==> config.mk <==
export PLATFORM = sky130hd
export DESIGN_NAME = pixel_color_source
export DESIGN_NICKNAME = d
export VERILOG_FILES = /design/src/rtl/vga_gpu_pkg.sv /design/src/rtl/rect_hit.sv /design/src/rtl/pixel_color_source.sv
export SDC_FILE = /design/constraint.sdc
export NUM_CORES = 1
export LEC_CHECK = 0
export CAP_MARGIN = 20
export CORE_UTILIZATION = 45
export CTS_CLUSTER_SIZE = 8
export DETAILED_ROUTE_END_ITERATION = 7
export GPL_ROUTABILITY_DRIVEN = 1
export MAX_ROUTING_LAYER = met4
export SLEW_MARGIN = 10
export SYNTH_ARGS = -nofsm -noshare
export SYNTH_HDL_FRONTEND = slang
export SYNTH_SLANG_ARGS = --single-unit
==> constraint.sdc <==
create_clock -name i_clk -period 6.1 [get_ports i_clk]
set_input_delay 1.22 -clock i_clk [delete_from_list [all_inputs] [get_ports i_clk]]
set_output_delay 1.22 -clock i_clk [all_outputs]
set_load 0.05 [all_outputs]
==> src/rtl/vga_gpu_pkg.sv <==
// vga_gpu_pkg: shared command encoding and widths for the VGA colour pipeline
package vga_gpu_pkg;
   localparam int COLOR_W   = 12;
   localparam int MAX_RECTS = 4;
   typedef enum logic [3:0] {
      OP_SET_BG      = 4'h1,
      OP_RECT_ORIGIN = 4'h2,
      OP_RECT_EXTENT = 4'h3,
      OP_RECT_COLOR  = 4'h4,
      OP_COMMIT      = 4'h5
   } opcode_t;
   localparam int OP_LSB  = 28;
   localparam int IDX_LSB = 26;
   localparam int FA_LSB  = 10;
   localparam int FB_LSB  = 0;
   localparam int FIELD_W = 10;
   localparam int EN_BIT  = 12;
endpackage

==> src/rtl/rect_hit.sv <==
// rect_hit: inclusive unsigned point-in-rectangle test
module rect_hit #(
   parameter int COORD_W = 10
) (
   input  logic [COORD_W-1:0] x,
   input  logic [COORD_W-1:0] y,
   input  logic [COORD_W-1:0] x0,
   input  logic [COORD_W-1:0] y0,
   input  logic [COORD_W-1:0] x1,
   input  logic [COORD_W-1:0] y1,
   input  logic               en,
   output logic               hit
);
   assign hit = en && x >= x0 && x <= x1 && y >= y0 && y <= y1;
endmodule

==> src/rtl/pixel_color_source.sv <==
// pixel_color_source: double-buffered background/rectangle colour source, committed at frame start
module pixel_color_source
   import vga_gpu_pkg::*;
#(
   parameter int N_RECTS = 4,
   parameter int COORD_W = 10
) (
   input  logic               i_clk,
   input  logic               i_reset_n,
   input  logic [31:0]        i_instruction,
   input  logic               i_instruction_ready,
   input  logic [COORD_W-1:0] i_pixel_x,
   input  logic [COORD_W-1:0] i_pixel_y,
   output logic [COLOR_W-1:0] o_color,
   output logic               o_commit_pending,
   output logic               o_instr_dropped
);
   typedef struct packed {
      logic               en;
      logic [COLOR_W-1:0] color;
      logic [COORD_W-1:0] x0;
      logic [COORD_W-1:0] y0;
      logic [COORD_W-1:0] x1;
      logic [COORD_W-1:0] y1;
   } rect_t;
   rect_t              sh_rect [N_RECTS];
   rect_t              ac_rect [N_RECTS];
   logic [COLOR_W-1:0] sh_bg, ac_bg, pix_color;
   logic [N_RECTS-1:0] hit;
   logic [3:0]         op;
   logic [1:0]         idx;
   logic [FIELD_W-1:0] fa, fb;
   logic               prev_zero, at_zero, frame_start, accept, rect_ok, unused_bits;
   assign op          = i_instruction[OP_LSB +: 4];
   assign idx         = i_instruction[IDX_LSB +: 2];
   assign fa          = i_instruction[FA_LSB +: FIELD_W];
   assign fb          = i_instruction[FB_LSB +: FIELD_W];
   assign unused_bits = ^i_instruction[IDX_LSB-1:FA_LSB+FIELD_W];
   assign at_zero     = i_pixel_x == '0 && i_pixel_y == '0;
   assign frame_start = at_zero && !prev_zero;
   // while a commit waits for frame start the shadow copy is frozen
   assign accept      = i_instruction_ready && !o_commit_pending;
   assign rect_ok     = accept && int'(idx) < N_RECTS;
   for (genvar g = 0; g < N_RECTS; g++) begin : g_rect
      rect_hit #(.COORD_W(COORD_W)) u_hit (
         .x  (i_pixel_x),
         .y  (i_pixel_y),
         .x0 (ac_rect[g].x0),
         .y0 (ac_rect[g].y0),
         .x1 (ac_rect[g].x1),
         .y1 (ac_rect[g].y1),
         .en (ac_rect[g].en),
         .hit(hit[g])
      );
   end
   // scan from the top index down so the lowest hitting index wins
   always_comb begin
      pix_color = ac_bg;
      for (int i = N_RECTS - 1; i >= 0; i--)
         pix_color = hit[i] ? ac_rect[i].color : pix_color;
   end
   always_ff @(posedge i_clk) begin
      if (!i_reset_n) begin
         o_color          <= '0;
         o_commit_pending <= 1'b0;
         o_instr_dropped  <= 1'b0;
         prev_zero        <= 1'b0;
         sh_bg            <= '0;
         ac_bg            <= '0;
         for (int i = 0; i < N_RECTS; i++) begin
            sh_rect[i] <= '0;
            ac_rect[i] <= '0;
         end
      end else begin
         o_color          <= pix_color;
         o_instr_dropped  <= i_instruction_ready && o_commit_pending;
         o_commit_pending <= o_commit_pending ? !frame_start : accept && op == OP_COMMIT;
         prev_zero        <= at_zero;
         if (accept && op == OP_SET_BG)
            sh_bg <= i_instruction[COLOR_W-1:0];
         if (rect_ok && op == OP_RECT_ORIGIN) begin
            sh_rect[idx].x0 <= COORD_W'(fa);
            sh_rect[idx].y0 <= COORD_W'(fb);
         end
         if (rect_ok && op == OP_RECT_EXTENT) begin
            sh_rect[idx].x1 <= COORD_W'(fa);
            sh_rect[idx].y1 <= COORD_W'(fb);
         end
         if (rect_ok && op == OP_RECT_COLOR) begin
            sh_rect[idx].en    <= i_instruction[EN_BIT];
            sh_rect[idx].color <= i_instruction[COLOR_W-1:0];
         end
         if (frame_start && o_commit_pending) begin
            ac_bg   <= sh_bg;
            ac_rect <= sh_rect;
         end
      end
   end
endmodule

======== Word-level counts from Yosys, hierarchy flattened ========
Cells that the tools add are included.
cells by class
  $lt $le $gt $ge ......................... 18
  $mul .................................... 0
  bitwise gates (word level) .............. 1
  mux-type cells .......................... 28
  div/mod/pow operators ................... 0
  $add $sub $neg .......................... 0
  shifts and indexed selects .............. 0
  equal/unequal tests ..................... 5
  reductions and logical operators ........ 32
operator list
  cell                count
  $bwmux 212          6
  $mux 212            5
  $demux 53 s2        6
  $ge 10x10->1        8
  $le 10x10->1        8
  $mux 53             1
  $mux 52             1
  $mux 12             4
  $mux 40             1
  $mux 30             1
  $logic_and 1x1->1   27
  $logic_not 10->1    2
  $mux 20             1
  $mux 10             1
  $eq 4x2->1 const B  2
  $eq 4x3->1 const B  2
  $eq 4x1->1 const B  1
  $ge 3x3->1 const B  1
  $logic_not 1->1     3
  $lt 3x1->1 const B  1
  $not 2->3           1
  $mux 1              1
storage, ports and cells
  memories kept ........................... 0
  RAM bits ................................ 0
  logic and storage cells ................. 138
  register bits ........................... 463
  memory bits (read-only) ................. 0
  input bits .............................. 55
  latch bits .............................. 0
  output and inout bits ................... 14

======== Longest topological paths before layout ========
  depth after elaboration ................. 16
  gate-level depth with buffers ........... 10
  mapped depth without buffers ............ 9

======== Hierarchy ========
From an unflattened synthesis, not the netlist that was laid out.
second synthesis, totals
  cell total of the unflattened synthesis .. 2364
  area, all modules ....................... 21119.0 sq um
modules (own cells, without submodules)
  module              seq. area each (sq um)  times used  cells each  area an instance (sq um)
  pixel_color_source  9268.9                  1           1840        17165.2
  rect_hit            0.0                     4           131         988.4

======== Least setup slack after synthesis ========
No wires, ideal clock.
  path type ............................... input to register
  start ................................... in i_pixel_x[0]
  end ..................................... reg o_color[0]
  library setup time ...................... 119 ps
  required time ........................... 5981 ps
  stages .................................. 10
  data arrival time ....................... 3224 ps
  path buffers ............................ 1
  setup slack ............................. 2757 ps
  cells stage by stage .................... inv_1 -> ha_1 -> nand2b_1 -> a211oi_1 -> nor3_1 -> o221a_1 -> and3_4 -> or3_4 -> buf_6 -> o221a_1
between the ends
  longest elaborated chain between the ends .. 9
  elaborated cells between the ends (all ways) .. 28
  classes of those cells .................. 8 x order compare; 4 x mux; 16 x reduce/logical
RTL lines
  what                            RTL line                  RTL
  start, declared                 pixel_color_source.sv:12  input logic [COORD_W-1:0] i_pixel_x,
  $ge 10x10->1                    rect_hit.sv:14            assign hit = en && x >= x0 && x <= x1 && y >= y0 && y <= y1;
  $logic_and 1x1->1 (4 in a row)  rect_hit.sv:14
  $mux 12 (3 in a row)            pixel_color_source.sv:60  pix_color = hit[i] ? ac_rect[i].color : pix_color;
  $mux 12 (*)                     pixel_color_source.sv:60
  end signal, assigned            pixel_color_source.sv:75  o_color <= pix_color;
  end, declared                   pixel_color_source.sv:14  output logic [COLOR_W-1:0] o_color,
Mark *: on every way between the ends. The rest lies on a longest branch, timed or not.
A chain may end at the register's enable or synchronous reset.

======== Worst setup path in the final report ========
  start ................................... in i_pixel_x[0]
  end ..................................... reg o_color[5]
Same word-level chain as after synthesis.

==> flow_metrics.env <==
export IMPL_grt_overflow_total=0
export IMPL_max_stage_delay_ns=0.72
export IMPL_syn_inst=2574
export IMPL_grt_usage_pct=25.9
export IMPL_hp_class="reg -> reg"
export IMPL_grt_max_degree=171
export IMPL_rr_worst_depth=10
export IMPL_final_common_cell="nand2_1"
export IMPL_drtAntennaViolNets=0
export IMPL_fmax_mhz=232
export IMPL_syn_avg_cell_area_sq_um=7.97
export IMPL_tns_ns=0
export IMPL_synthTopCellsByArea="dfxtp_1, nand2_1, a21oi_1"
export IMPL_die_h_um=215
export IMPL_rsz0062_at_grt="false"
export IMPL_criticalPathCategory="in -> reg"
export IMPL_grt_pass1_wl_mm=90.5
export IMPL_cts_resized=0
export IMPL_via_per_inst=5.38
export IMPL_ys_seq_elements=463
export IMPL_post_drt_wl_per_cell_um=18.3
export IMPL_drt_first_pass_iters=7
export IMPL_r2r_start="ac_rect[174]$_SDFFE_PN0P_"
export IMPL_nFillCells=4236
export IMPL_clk_pin_slew_ns=0.05
export IMPL_r2r_setup_slack_ns=2.98
export IMPL_stdcell_area_sq_mm=0.0233
export IMPL_synth_main_ff_cell="dfxtp_1"
export IMPL_hold_end="ac_bg[5]$_SDFFE_PN0P_"
export IMPL_outcome="finished, final reports clean"
export IMPL_placed_area_sq_mm=0.0215
export IMPL_dieArea_sq_mm=0.0464
export IMPL_place_congestion=0.857
export IMPL_grt_pass1_vias=16300
export IMPL_skew_ns=0.0247
export IMPL_clk_latency_ns=0.60
export IMPL_io_pin_count=69
export IMPL_wl_mm=58.1
export IMPL_rows=77
export IMPL_cp_cell_sequence="clkdlybuf4s50_1, inv_1, ha_1, nand2b_1, a211oi_1, nor4b_1, o32ai_4, nor2_4, or3_4, o221a_1"
export IMPL_synth_top_area_cell="dfxtp_1"
export IMPL_cts_inserted_buffers=67
export IMPL_detailed_place_hpwl_mm=34.4
export IMPL_p_leak_nw=8.18
export IMPL_critPathCaptureType="register"
export IMPL_worstHoldStart="sh_bg[5]$_SDFFE_PN0P_"
export IMPL_critPathLaunchType="input port"
export IMPL_syn_area_sq_mm=0.0205
export IMPL_worst_path_max_delay_cell="o32ai_4"
export IMPL_htreeDepth=3
export IMPL_start_util_pct=46.0
export IMPL_max_cap_violations=0
export IMPL_yosysWarningCount=0
export IMPL_synth_top_cell_area_share_pct=45.2
export IMPL_finalCritPeriodShare_pct=70.7
export IMPL_finalMaxSlewViolations=0
export IMPL_p_per_area_mw_per_mm2=287
export IMPL_tritoncts="done"
export IMPL_path_max_fanout=14
export IMPL_area_delta_synth_final_pct=13.4
export IMPL_whs_ns=0.438
export IMPL_cts_sinks=463
export IMPL_vdd_drop_max_v=0.000210
export IMPL_yosysUniqueCellTypes=64
export IMPL_critPathArrivalTime_ns=4.79
export IMPL_worst_pin_slew_ns=1.14
export IMPL_io_buffers=62
export IMPL_postCtsSetupRepairBufs=0
export IMPL_synthArstFlopShare_pct=0
export IMPL_drive_gt1_share_pct=5.83
export IMPL_drc=0
export IMPL_cp_data_required_time_ns=6.57
export IMPL_hold_violations=0
export IMPL_via_count=17000
export IMPL_setup_violations=0
export IMPL_die_w_um=215
export IMPL_holdPathStages=2
export IMPL_antenna_found_initial=5
export IMPL_final_nets=2781
export IMPL_critPathLaunch="i_pixel_x[0]"
export IMPL_clockBufferDepth=3
export IMPL_synth_seq_area_share_pct=45.2
export IMPL_max_slew_margin_pct=23.7
export IMPL_syn_num_nets=2789
export IMPL_coreArea_sq_mm=0.0446
export IMPL_cts_hold_buffers=0
export IMPL_rr_endpoint="o_color[3]$_SDFF_PN0_"
export IMPL_root_buffer="clkbuf_16"
export IMPL_synth_edf_count=0
export IMPL_fin_crit_ns=4.31
export IMPL_drt_iter0_drc=1307
export IMPL_layout_common_cells="nand2_1, dfxtp_1, a21oi_1, inv_1, ha_1"
registers in the layout, indices dropped and copies added (netlist names):
register,cells
o_instr_dropped,1
ac_rect,212
o_commit_pending,1
sh_rect,212
ac_bg,12
prev_zero,1
o_color,12
sh_bg,12
cells by family (layout without fill, tap and decap cells):
kind of cell / Yosys count / count (layout) / share of synthesized area, %
adders and majority gates: 160 / 160 / 9.76
buffers and inverters: 328 / 326 / 6.41
other: 0 / 5 / 0
DFF: 463 / 463 / 45.2
muxes: 63 / 63 / 3.14
AOI/OAI and AO/OA: 559 / 559 / 15.8
and+or+nand+nor: 1001 / 1001 / 19.7
metrics by stage:
stage	worst slack (ns)	util, %	total power [mW]	cells
after floorplan	2.76	-	3.29	2574
after global placement	1.28	48.1	3.43	3088
after detailed placement	1.28	48.1	3.44	3089
after CTS	1.87	52.1	6.74	3164
after global routing	1.72	52.1	6.90	3169
final	1.79	52.1	6.68	3169
worst max-delay path: cells and delay by family:
kind | cells | cell delay (ns)
buffers and inverters | 2 | 0.90
adder cells (fa/ha/maj) | 1 | 0.33
AND/OR/NAND/NOR | 4 | 1.01
AO/OA/AOI/OAI | 3 | 1.30
Yosys cell counts (all sizes together), types with 7 or more instances:
cell and n:
o31a 22, clkbuf 131, o221a 11, a21boi 22, ha 160, buf 36
nor3 14, dfxtp 463, mux2 10, mux2i 53, a211oi 14, nand2 827
nor4 7, a21oi 416, nor2 66, nand4 20, inv 160, and3 12
nor2b 10, o21ai 30, nand3 15, nand2b 12
routing by layer:
layer | up-vias | share of wire (%) | global-route usage (%)
met1 | 8082 | 46 | 33.4
met2 | 421 | 46 | 40.9
li1 | 8446 | - | -
met5 | - | 0 | -
met3 | 93 | 5.7 | 4.44
met4 | 0 | 2.5 | 8.82
final cells by class:
| type | count | area [sq um] | share of cell area, % |
|---|---|---|---|
| diodes | 5 | 12.5 | 0.0538 |
| clock buffers | 70 | 1730 | 7.44 |
| clock inverters | 5 | 58.8 | 0.253 |
| inverters | 161 | 612 | 2.63 |
| multi-input cells | 1783 | 9950 | 42.8 |
| flip-flops and latches | 463 | 9270 | 39.9 |
| well taps | 592 | 741 | 3.19 |
| repair buffers | 90 | 876 | 3.77 |
power by group:
group          internal, mW  total [mW]  switching [mW]
clock                  1.99        3.29            1.30
combinational         0.114       0.346           0.232
sequential             3.04        3.04         0.00359
worst max path at each step:
stage	end	slack [ns]	depth (start not counted)
6_report	o_color[5]$_SDFF_PN0_	1.79	10
5_1_grt	o_color[4]$_SDFF_PN0_	1.72	9
4_1_cts	o_color[5]$_SDFF_PN0_	1.87	10
3_5_place_dp	o_color[4]$_SDFF_PN0_	1.28	8
3_3_place_gp	o_color[5]$_SDFF_PN0_	1.28	10
2_1_floorplan	o_color[0]$_SDFF_PN0_	2.76	10
(Power assumes the default switching activity.)
